[config.mk]
export PLATFORM = sky130hd
export DESIGN_NAME = pc_sequencer
export DESIGN_NICKNAME = d
export VERILOG_FILES = /design/src/rtl/cpu_pkg.sv /design/src/rtl/pc_target_calc.sv /design/src/rtl/pc_sequencer.sv
export SDC_FILE = /design/constraint.sdc
export NUM_CORES = 1
export LEC_CHECK = 0
export CAP_MARGIN = 5
export CORE_UTILIZATION = 46
export CTS_CLUSTER_SIZE = 10
export DETAILED_ROUTE_END_ITERATION = 8
export HOLD_SLACK_MARGIN = 0.1
export PLACE_DENSITY_LB_ADDON = 0.15
export REMOVE_ABC_BUFFERS = 1
export SYNTH_ARGS = -nofsm -noshare
export SYNTH_HDL_FRONTEND = slang
export SYNTH_SLANG_ARGS = --single-unit
[constraint.sdc]
create_clock -name clk -period 2.75 [get_ports clk]
set_input_delay 0.4125 -clock clk [delete_from_list [all_inputs] [get_ports clk]]
set_output_delay 0.4125 -clock clk [all_outputs]
set_load 0.005 [all_outputs]
[src/rtl/cpu_pkg.sv]
`default_nettype none
// ============================================================================
// Module      : cpu_pkg
// Description : Shared constants for the PC sequencer: FSM state encoding,
//               default reset vector and the sequential PC increment.
// Ports       : none (package)
// Revision    : 1.0 - initial release
// ============================================================================
package cpu_pkg;

    // Sequencer FSM state encoding (explicit 3-bit width)
    localparam logic [2:0] ST_BOOT  = 3'd0;
    localparam logic [2:0] ST_FETCH = 3'd1;
    localparam logic [2:0] ST_EXEC  = 3'd2;
    localparam logic [2:0] ST_HALT  = 3'd3;
    localparam logic [2:0] ST_TRAP  = 3'd4;

    // Default address of the first instruction fetched after reset
    localparam logic [31:0] RESET_PC_DEFAULT = 32'h0000_0000;

    // Distance between consecutive instructions
    localparam logic [31:0] PC_INC = 32'd4;

endpackage : cpu_pkg
`default_nettype wire

[src/rtl/pc_target_calc.sv]
`default_nettype none
// ============================================================================
// Module      : pc_target_calc
// Description : Combinational control-transfer target generator.
//               jalr=1 : target = (rs1_data + imm) with bit 0 cleared
//               jalr=0 : target = pc + imm   (JAL and conditional branches)
//               misaligned flags a target that is not word aligned in bit 1.
// Ports       : pc, imm, rs1_data (in, 32)  operands
//               jalr             (in, 1)   selects register-relative target
//               target           (out, 32) computed target address
//               misaligned       (out, 1)  target[1] is set
// Revision    : 1.0 - initial release
// ============================================================================
module pc_target_calc (
    input  logic [31:0] pc,
    input  logic [31:0] imm,
    input  logic [31:0] rs1_data,
    input  logic        jalr,
    output logic [31:0] target,
    output logic        misaligned
);

    logic [31:0] w_jalr_sum;
    logic [31:0] w_rel_sum;

    // Both sums wrap modulo 2^32 by construction of the 32-bit add
    assign w_jalr_sum = rs1_data + imm;
    assign w_rel_sum  = pc + imm;

    assign target     = jalr ? {w_jalr_sum[31:1], 1'b0} : w_rel_sum;
    // Bit 0 is never examined: JALR clears it, and PC-relative immediates are even.
    assign misaligned = target[1];

endmodule : pc_target_calc
`default_nettype wire

[src/rtl/pc_sequencer.sv]
`default_nettype none
// ============================================================================
// Module      : pc_sequencer
// Description : Program-counter sequencer. Fetches the word at pc, waits for
//               the datapath to retire it, then selects the next pc by
//               priority halt_req > jalr > jump > branch_confirm > pc+4.
//               Misaligned control-transfer targets and halts are absorbing.
// Ports       : clk, rst        (in)  clock, synchronous active-high reset
//               imem_ready      (in)  instruction word for pc is available
//               stall           (in)  datapath cannot retire this cycle
//               branch_confirm, jump, jalr, halt_req (in) execute controls
//               imm, rs1_data   (in, 32) target operands
//               pc, pc_plus4    (out, 32) current pc and its link value
//               imem_req        (out) fetch request for pc
//               instr_valid     (out) fetched instruction is in execute
//               redirect        (out) one-cycle pulse after a taken transfer
//               trap_misaligned, trap_addr (out) sticky misaligned trap
//               halted          (out) sticky halt
//               instret         (out, INSTRET_W) retired-instruction count
// Revision    : 1.0 - initial release
// ============================================================================
module pc_sequencer
    import cpu_pkg::*;
#(
    parameter logic [31:0] RESET_PC  = RESET_PC_DEFAULT,
    parameter int          INSTRET_W = 64
) (
    input  logic                 clk,
    input  logic                 rst,
    input  logic                 imem_ready,
    input  logic                 stall,
    input  logic                 branch_confirm,
    input  logic                 jump,
    input  logic                 jalr,
    input  logic                 halt_req,
    input  logic [31:0]          imm,
    input  logic [31:0]          rs1_data,
    output logic [31:0]          pc,
    output logic [31:0]          pc_plus4,
    output logic                 imem_req,
    output logic                 instr_valid,
    output logic                 redirect,
    output logic                 trap_misaligned,
    output logic [31:0]          trap_addr,
    output logic                 halted,
    output logic [INSTRET_W-1:0] instret
);

    localparam logic [INSTRET_W-1:0] C_INSTRET_ONE = INSTRET_W'(1);

    logic [2:0]           state_q,     state_d;
    logic [31:0]          pc_q,        pc_d;
    logic [31:0]          trap_addr_q, trap_addr_d;
    logic [INSTRET_W-1:0] instret_q,   instret_d;
    logic                 redirect_q,  redirect_d;

    logic [31:0]          w_target;
    logic                 w_misaligned;
    logic                 w_take_target;
    logic [31:0]          w_pc_plus4;

    pc_target_calc u_target_calc (
        .pc         (pc_q),
        .imm        (imm),
        .rs1_data   (rs1_data),
        .jalr       (jalr),
        .target     (w_target),
        .misaligned (w_misaligned)
    );

    assign w_pc_plus4 = pc_q + PC_INC;

    // jump and branch_confirm share the pc+imm target, so only the jalr
    // selection inside the calculator needs to honour priority.
    assign w_take_target = jalr | jump | branch_confirm;

    always_comb begin
        state_d     = state_q;
        pc_d        = pc_q;
        trap_addr_d = trap_addr_q;
        instret_d   = instret_q;
        redirect_d  = 1'b0;

        case (state_q)
            ST_BOOT: begin
                state_d = ST_FETCH;
            end
            ST_FETCH: begin
                if (imem_ready) begin
                    state_d = ST_EXEC;
                end
            end
            ST_EXEC: begin
                if (!stall) begin
                    if (halt_req) begin
                        // The halting instruction itself counts as retired
                        state_d   = ST_HALT;
                        instret_d = instret_q + C_INSTRET_ONE;
                    end else if (w_take_target) begin
                        if (w_misaligned) begin
                            state_d     = ST_TRAP;
                            trap_addr_d = w_target;
                        end else begin
                            state_d    = ST_FETCH;
                            pc_d       = w_target;
                            instret_d  = instret_q + C_INSTRET_ONE;
                            redirect_d = 1'b1;
                        end
                    end else begin
                        state_d   = ST_FETCH;
                        pc_d      = w_pc_plus4;
                        instret_d = instret_q + C_INSTRET_ONE;
                    end
                end
            end
            ST_HALT, ST_TRAP: begin
                state_d = state_q;
            end
            default: begin
                // Unreachable encodings fall back to a clean restart
                state_d = ST_BOOT;
            end
        endcase
    end

    always_ff @(posedge clk) begin
        if (rst) begin
            state_q     <= ST_BOOT;
            pc_q        <= RESET_PC;
            trap_addr_q <= 32'h0000_0000;
            instret_q   <= '0;
            redirect_q  <= 1'b0;
        end else begin
            state_q     <= state_d;
            pc_q        <= pc_d;
            trap_addr_q <= trap_addr_d;
            instret_q   <= instret_d;
            redirect_q  <= redirect_d;
        end
    end

    assign pc              = pc_q;
    assign pc_plus4        = w_pc_plus4;
    assign imem_req        = (state_q == ST_FETCH);
    assign instr_valid     = (state_q == ST_EXEC);
    assign redirect        = redirect_q;
    assign trap_misaligned = (state_q == ST_TRAP);
    assign trap_addr       = trap_addr_q;
    assign halted          = (state_q == ST_HALT);
    assign instret         = instret_q;

endmodule : pc_sequencer
`default_nettype wire

# Word-level counts from Yosys, hierarchy flattened
# Index checks and enable logic that the tools add are counted.
word_totals:
  output_inout_bits: 165
  in_bits: 72
  regBits: 132
  wordCells: 44
classes:
  add_sub_neg: 4
  reduce_logical: 7
  bitwise_logic: 7
  n_eq_ne: 8
  n_mux: 13
op_table:
  columns: ["op", "n"]
  rows:
  - ["$mux 64", 3]
  - ["$mux 32", 3]
  - ["$add 32x32->32", 2]
  - ["$add 64x1->64 const B", 1]
  - ["$add 32x3->32 const B", 1]
  - ["$mux 3", 5]
  - ["$pmux 3 s4", 1]
  - ["$eq 3x2->1 const B", 2]
  - ["$ne 2x2->1 const B", 3]
  - ["$reduce_and 3->1", 2]
  - ["$not 1->1", 5]
  - ["$reduce_and 5->1", 1]
  - ["$reduce_or 5->1", 1]
  - ["$reduce_and 4->1", 1]
  - ["$eq 3x1->1 const B", 1]
  - ["$eq 3x3->1 const B", 1]
  - ["$logic_not 3->1", 1]
  - ["$ne 3x3->1 const B", 1]
  - ["$or 1x1->1", 2]
  - ["$reduce_or 2->1", 1]
  - ["$mux 1", 1]

# Longest topological paths before layout
depth:
  depth_word: 7
  depth_mapped: 12
  ltp_nobuf: 10

# Cells and area by module
# From an unflattened synthesis, not the netlist that was laid out.
unflattened:
  cells_unflattened: 1273
  hier_area_um2: 9825.7
by_module_without_submodules:
  columns: ["mod", "n_inst", "seq_area_each_um2", "cells_per_inst", "area_each_um2"]
  rows:
  - ["pc_sequencer", 1, 2642.5, 819, 6560.0]
  - ["pc_target_calc", 1, 0.0, 454, 3265.6]

# Least setup slack after synthesis
# Ideal clock, no wire load.
synth_path:
  path_kind: "input-to-reg"
  start: "in imm[7]"
  end: "reg pc_q[30], in the netlist pc[30]"
  path_buffers: 0
  stages: 9
  setup_ns: 0.079
  arrival_ns: 2.620
  slack_ns: 0.051
  path_cell_list: "ha_1 > a21o_1 > a221o_1 > a221oi_2 > o2111ai_1 > a31oi_1 > xnor2_1 > o221ai_1 > a22oi_1"
synth_between:
  elab_chain_cells: 4
  elab_cells_between_ends: 5
  classes_between: "2 x add/sub; 3 x mux"
synth_rtl:
  columns: ["item", "line_no", "source"]
  rows:
  - ["start, declared", "pc_sequencer.sv:36", "input logic [31:0] imm,"]
  - ["$add 32x32->32, on equally long branches", "pc_target_calc.sv:28, pc_target_calc.sv:27", null]
  - ["$mux 32 (*)", "pc_target_calc.sv:30", "assign target = jalr ? {w_jalr_sum[31:1], 1'b0} : w_rel_sum;"]
  - ["$mux 32 (*)", "pc_sequencer.sv:100", "if (w_misaligned) begin"]
  - ["$mux 32 (*)", "pc_sequencer.sv:99", "end else if (w_take_target) begin"]
  - ["end signal, assigned", "pc_sequencer.sv:135", "pc_q <= pc_d;"]
  - ["end, declared", "pc_sequencer.sv:52", "logic [31:0] pc_q, pc_d;"]
# Mark *: on every way between the ends. The rest lies on a longest branch, timed or not. The select of a mux whose other input is x is not followed.
# A chain may end at the register's enable or synchronous reset.

# Final worst setup path
layout_path:
  start: "in imm[3]"
  end: "reg pc_q[29], in the netlist pc[29]"
# Same word-level chain as after synthesis.

==> flow_metrics.py <==
metrics = {
    "run_status": {
        "status": "finished, final reports clean",
    },
    "power_and_ir_drop": {
        "p_per_area_nw_per_um2": 351,
        "vdd_ir_drop_max_mv": 0.330,
        "p_leak_nw": 7.07,
    },
    "routing": {
        "drt-initial-drc-count": 863,
        "drtPass1Iterations": 5,
        "vias_per_cell": 5.79,
        "drc": 0,
        "routedWlPerCell_um": 18.6,
        "wirelength_um": 39600,
        "ant_nets": 0,
        "vias": 12300,
    },
    "placement": {
        "dpl.hpwl_um": 30300,
        "gp_congestion": 0.961,
        "place_inst": 2070,
        "port_buffers": 234,
        "placed_cell_area_um2": 14900,
    },
    "cells_and_area": {
        "layout.cells.non_filler": 2127,
        "final_cell_mix": "buf_4 (326), clkdlybuf4s50_1 (192), nor2_1 (129), dfxtp_1 (120), nand2_1 (107)",
        "fill_cells": 1539,
        "final_common_cell": "buf_4",
        "final_nets": 1975,
        "syn_to_final_growth_pct": 64.4,
        "final_area_um2": 16400,
        "diodes": 0,
        "layout-drive-gt1-share_pct": 29.0,
        "final_util_pct": 77.7,
    },
    "setup_path": {
        "worstReg2RegStart": "pc[8]",
        "criticalPathCategory": "in -> reg",
        "crit_required_ps": 3110,
        "cp.arrival_ps": 3100,
        "critPathMaxFanout": 3,
        "startpoint": "imm[3]",
        "endpoint": "pc[29]",
        "startpoint_type": "primary input",
        "rr_endpoint": "pc[27]",
        "r2r_slack_ps": 90,
        "worstSetupEndpointType": "register",
        "rr_worst_depth": 11,
    },
    "clocking": {
        "cts_root_buffer": "clkbuf_16",
        "clkTransAtPathRegs_ps": 60,
        "cts_max_path_buffers": 2,
        "cts_hold_buf": 0,
        "htree_num_levels": 4,
        "worstSkewPairLatency_ps": 430,
        "cts_inserted_buffers": 17,
        "clock-sinks": 131,
        "cts_tree": "built",
    },
    "synthesis": {
        "postSynthAreaPerCell_um2": 7.63,
        "synth-async-reset-ratio_pct": 0,
        "synth.distinct_cells": 77,
        "ys.flop_type": "dfxtp_1",
        "ys_seq_area_share_pct": 26.2,
        "synth_edf_count": 0,
        "ys_warn_count": 0,
        "syn_area_um2": 9990,
        "synthesis.instances": 1309,
        "synth_seq_cells": 131,
    },
    "timing": {
        "drv_slew": 0,
        "whs_ps": 347,
        "slew_headroom_pct": 37.5,
        "setup_violations": 0,
        "worst_pin_slew_ps": 933,
        "final-hold-violation-count": 0,
        "fin_crit_sh_pct": 99.7,
        "rsz0062_at_grt": "true",
        "finalCriticalPeriod_ps": 2740,
        "clock_skew_ps": 10.9,
        "max_freq_ghz": 0.365,
    },
    "grt": {
        "grt_max_degree": 45,
        "grt_pass1_vias": 11600,
        "overflow": 0,
        "grt_pass1_wl_um": 59800,
        "busiest_layer": "met2",
        "grt_util_met3_pct": 6.09,
        "use_met1_pct": 44.5,
        "antenna_found_initial": 0,
        "grt_util_all_layers_pct": 34.5,
        "use_met2_pct": 56.3,
    },
    "die": {
        "die-height_um": 149,
        "rows": 53,
        "ios": 237,
        "die-area_um2": 22300,
        "initial_core_util_pct": 47.2,
        "die_x_um": 149,
        "core_area_um2": 21200,
    },
    "worst_hold_path": {
        "hold_path_class": "in -> reg",
        "worstHoldPathCells": 2,
    },
    "run": {
        "maxCapViolCount": 0,
    },
}
-- state kept, by name (all words and copies together), names as in the netlist --
signal,cells
pc,31
trap_addr,32
state_q,3
redirect,1
instret,64
-- repair_timing --
action | in CTS | in global routing
setup buffers | 16 | 9
setup endpoints to repair | 59 | 51
resized for setup | 125 | 115
pin swaps | 45 | 50
-- final cells by class --
cell class | instances | area, µm² | share of cell area, %
Inverter | 33 | 124 | 0.754
Multi-Input combinational cell | 1082 | 7790 | 47.4
Sequential cell | 131 | 2640 | 16.1
Clock inverter | 15 | 164 | 0.998
Timing Repair Buffer | 574 | 4940 | 30.1
Clock buffer | 17 | 425 | 2.59
Tap cell | 275 | 344 | 2.09
-- cell usage after synthesis, drive strengths merged, types with 7 or more instances --
cell	count	area share, %
buf	9	0.55
a21oi	113	5.8
o21ai	93	4.7
clkbuf	55	2.1
a21o	43	3.2
o221ai	7	0.61
xnor2	70	6.1
nand2b	13	0.96
o211ai	15	1.1
nand3	55	2.8
ha	63	7.9
a221oi	10	0.94
and2	8	0.50
a31oi	13	0.81
mux2i	7	0.70
nor4	7	0.50
xor2	57	5.0
inv	33	1.2
and3	30	1.9
o21a	7	0.53
nand4	26	1.7
and4	16	1.4
dfxtp	131	26
a211o	7	0.61
a211oi	29	2.2
nor2	135	5.1
or3	14	0.93
nand2	108	4.1
nor3	48	2.4
-- metrics by stage --
stage | TNS, ps | setup slack, ps | total power [mW]
floorplan | -50580 | -1420 | 2.59
global placement | -36210 | -689 | 3.30
detailed placement | -39560 | -716 | 3.32
CTS | 0 | 2.40 | 5.67
global route | -402 | -62.3 | 5.96
finish | 0 | 8.49 | 5.76
-- worst min-delay path by stage --
stage	startpoint	to	slack (ps)
floorplan	trap_addr[0]	trap_addr[0]	450
global placement	trap_addr[0]	trap_addr[0]	440
detailed placement	trap_addr[0]	trap_addr[0]	460
CTS	rst	instret[0]	350
global route	rst	instret[4]	360
finish	rst	instret[18]	350
-- layer usage --
metal / vias up / part of all wire [%]
li1: 5879 / -
met1: 5767 / 41
met2: 576 / 47
met3: 101 / 8.8
met4: 0 / 3.4
met5: - / 0
-- where the power goes --
group | switching, mW | total, mW | internal (mW)
clock network | 1.03 | 2.33 | 1.29
registers | 0.0172 | 1.93 | 1.91
logic | 0.765 | 1.51 | 0.745
total | 1.82 | 5.76 | 3.94
-- cell families after synthesis --
kind of cell    count (synthesis)  share of synthesized area, %
buf+inv                        97                          3.86
mux                            10                          1.04
simple gates                  480                          23.7
flops                         131                          26.2
fa+ha+maj                      64                          8.09
compound gates                399                          25.9
other cells                     1                        0.0375
xor+xnor                      127                          11.1
-- critical path, cell delays in order --
cell and delay, ps:
clkdlybuf4s50_1 440, ha_2 370, nor2_4 50, a211oi_1 240, buf_4 200, buf_4 150, nand3_1 130, a31oi_1 210
buf_4 180, a31oi_1 100, xnor2_1 290, o221ai_1 160, o21ai_1 160
(Power assumes the default switching activity.)
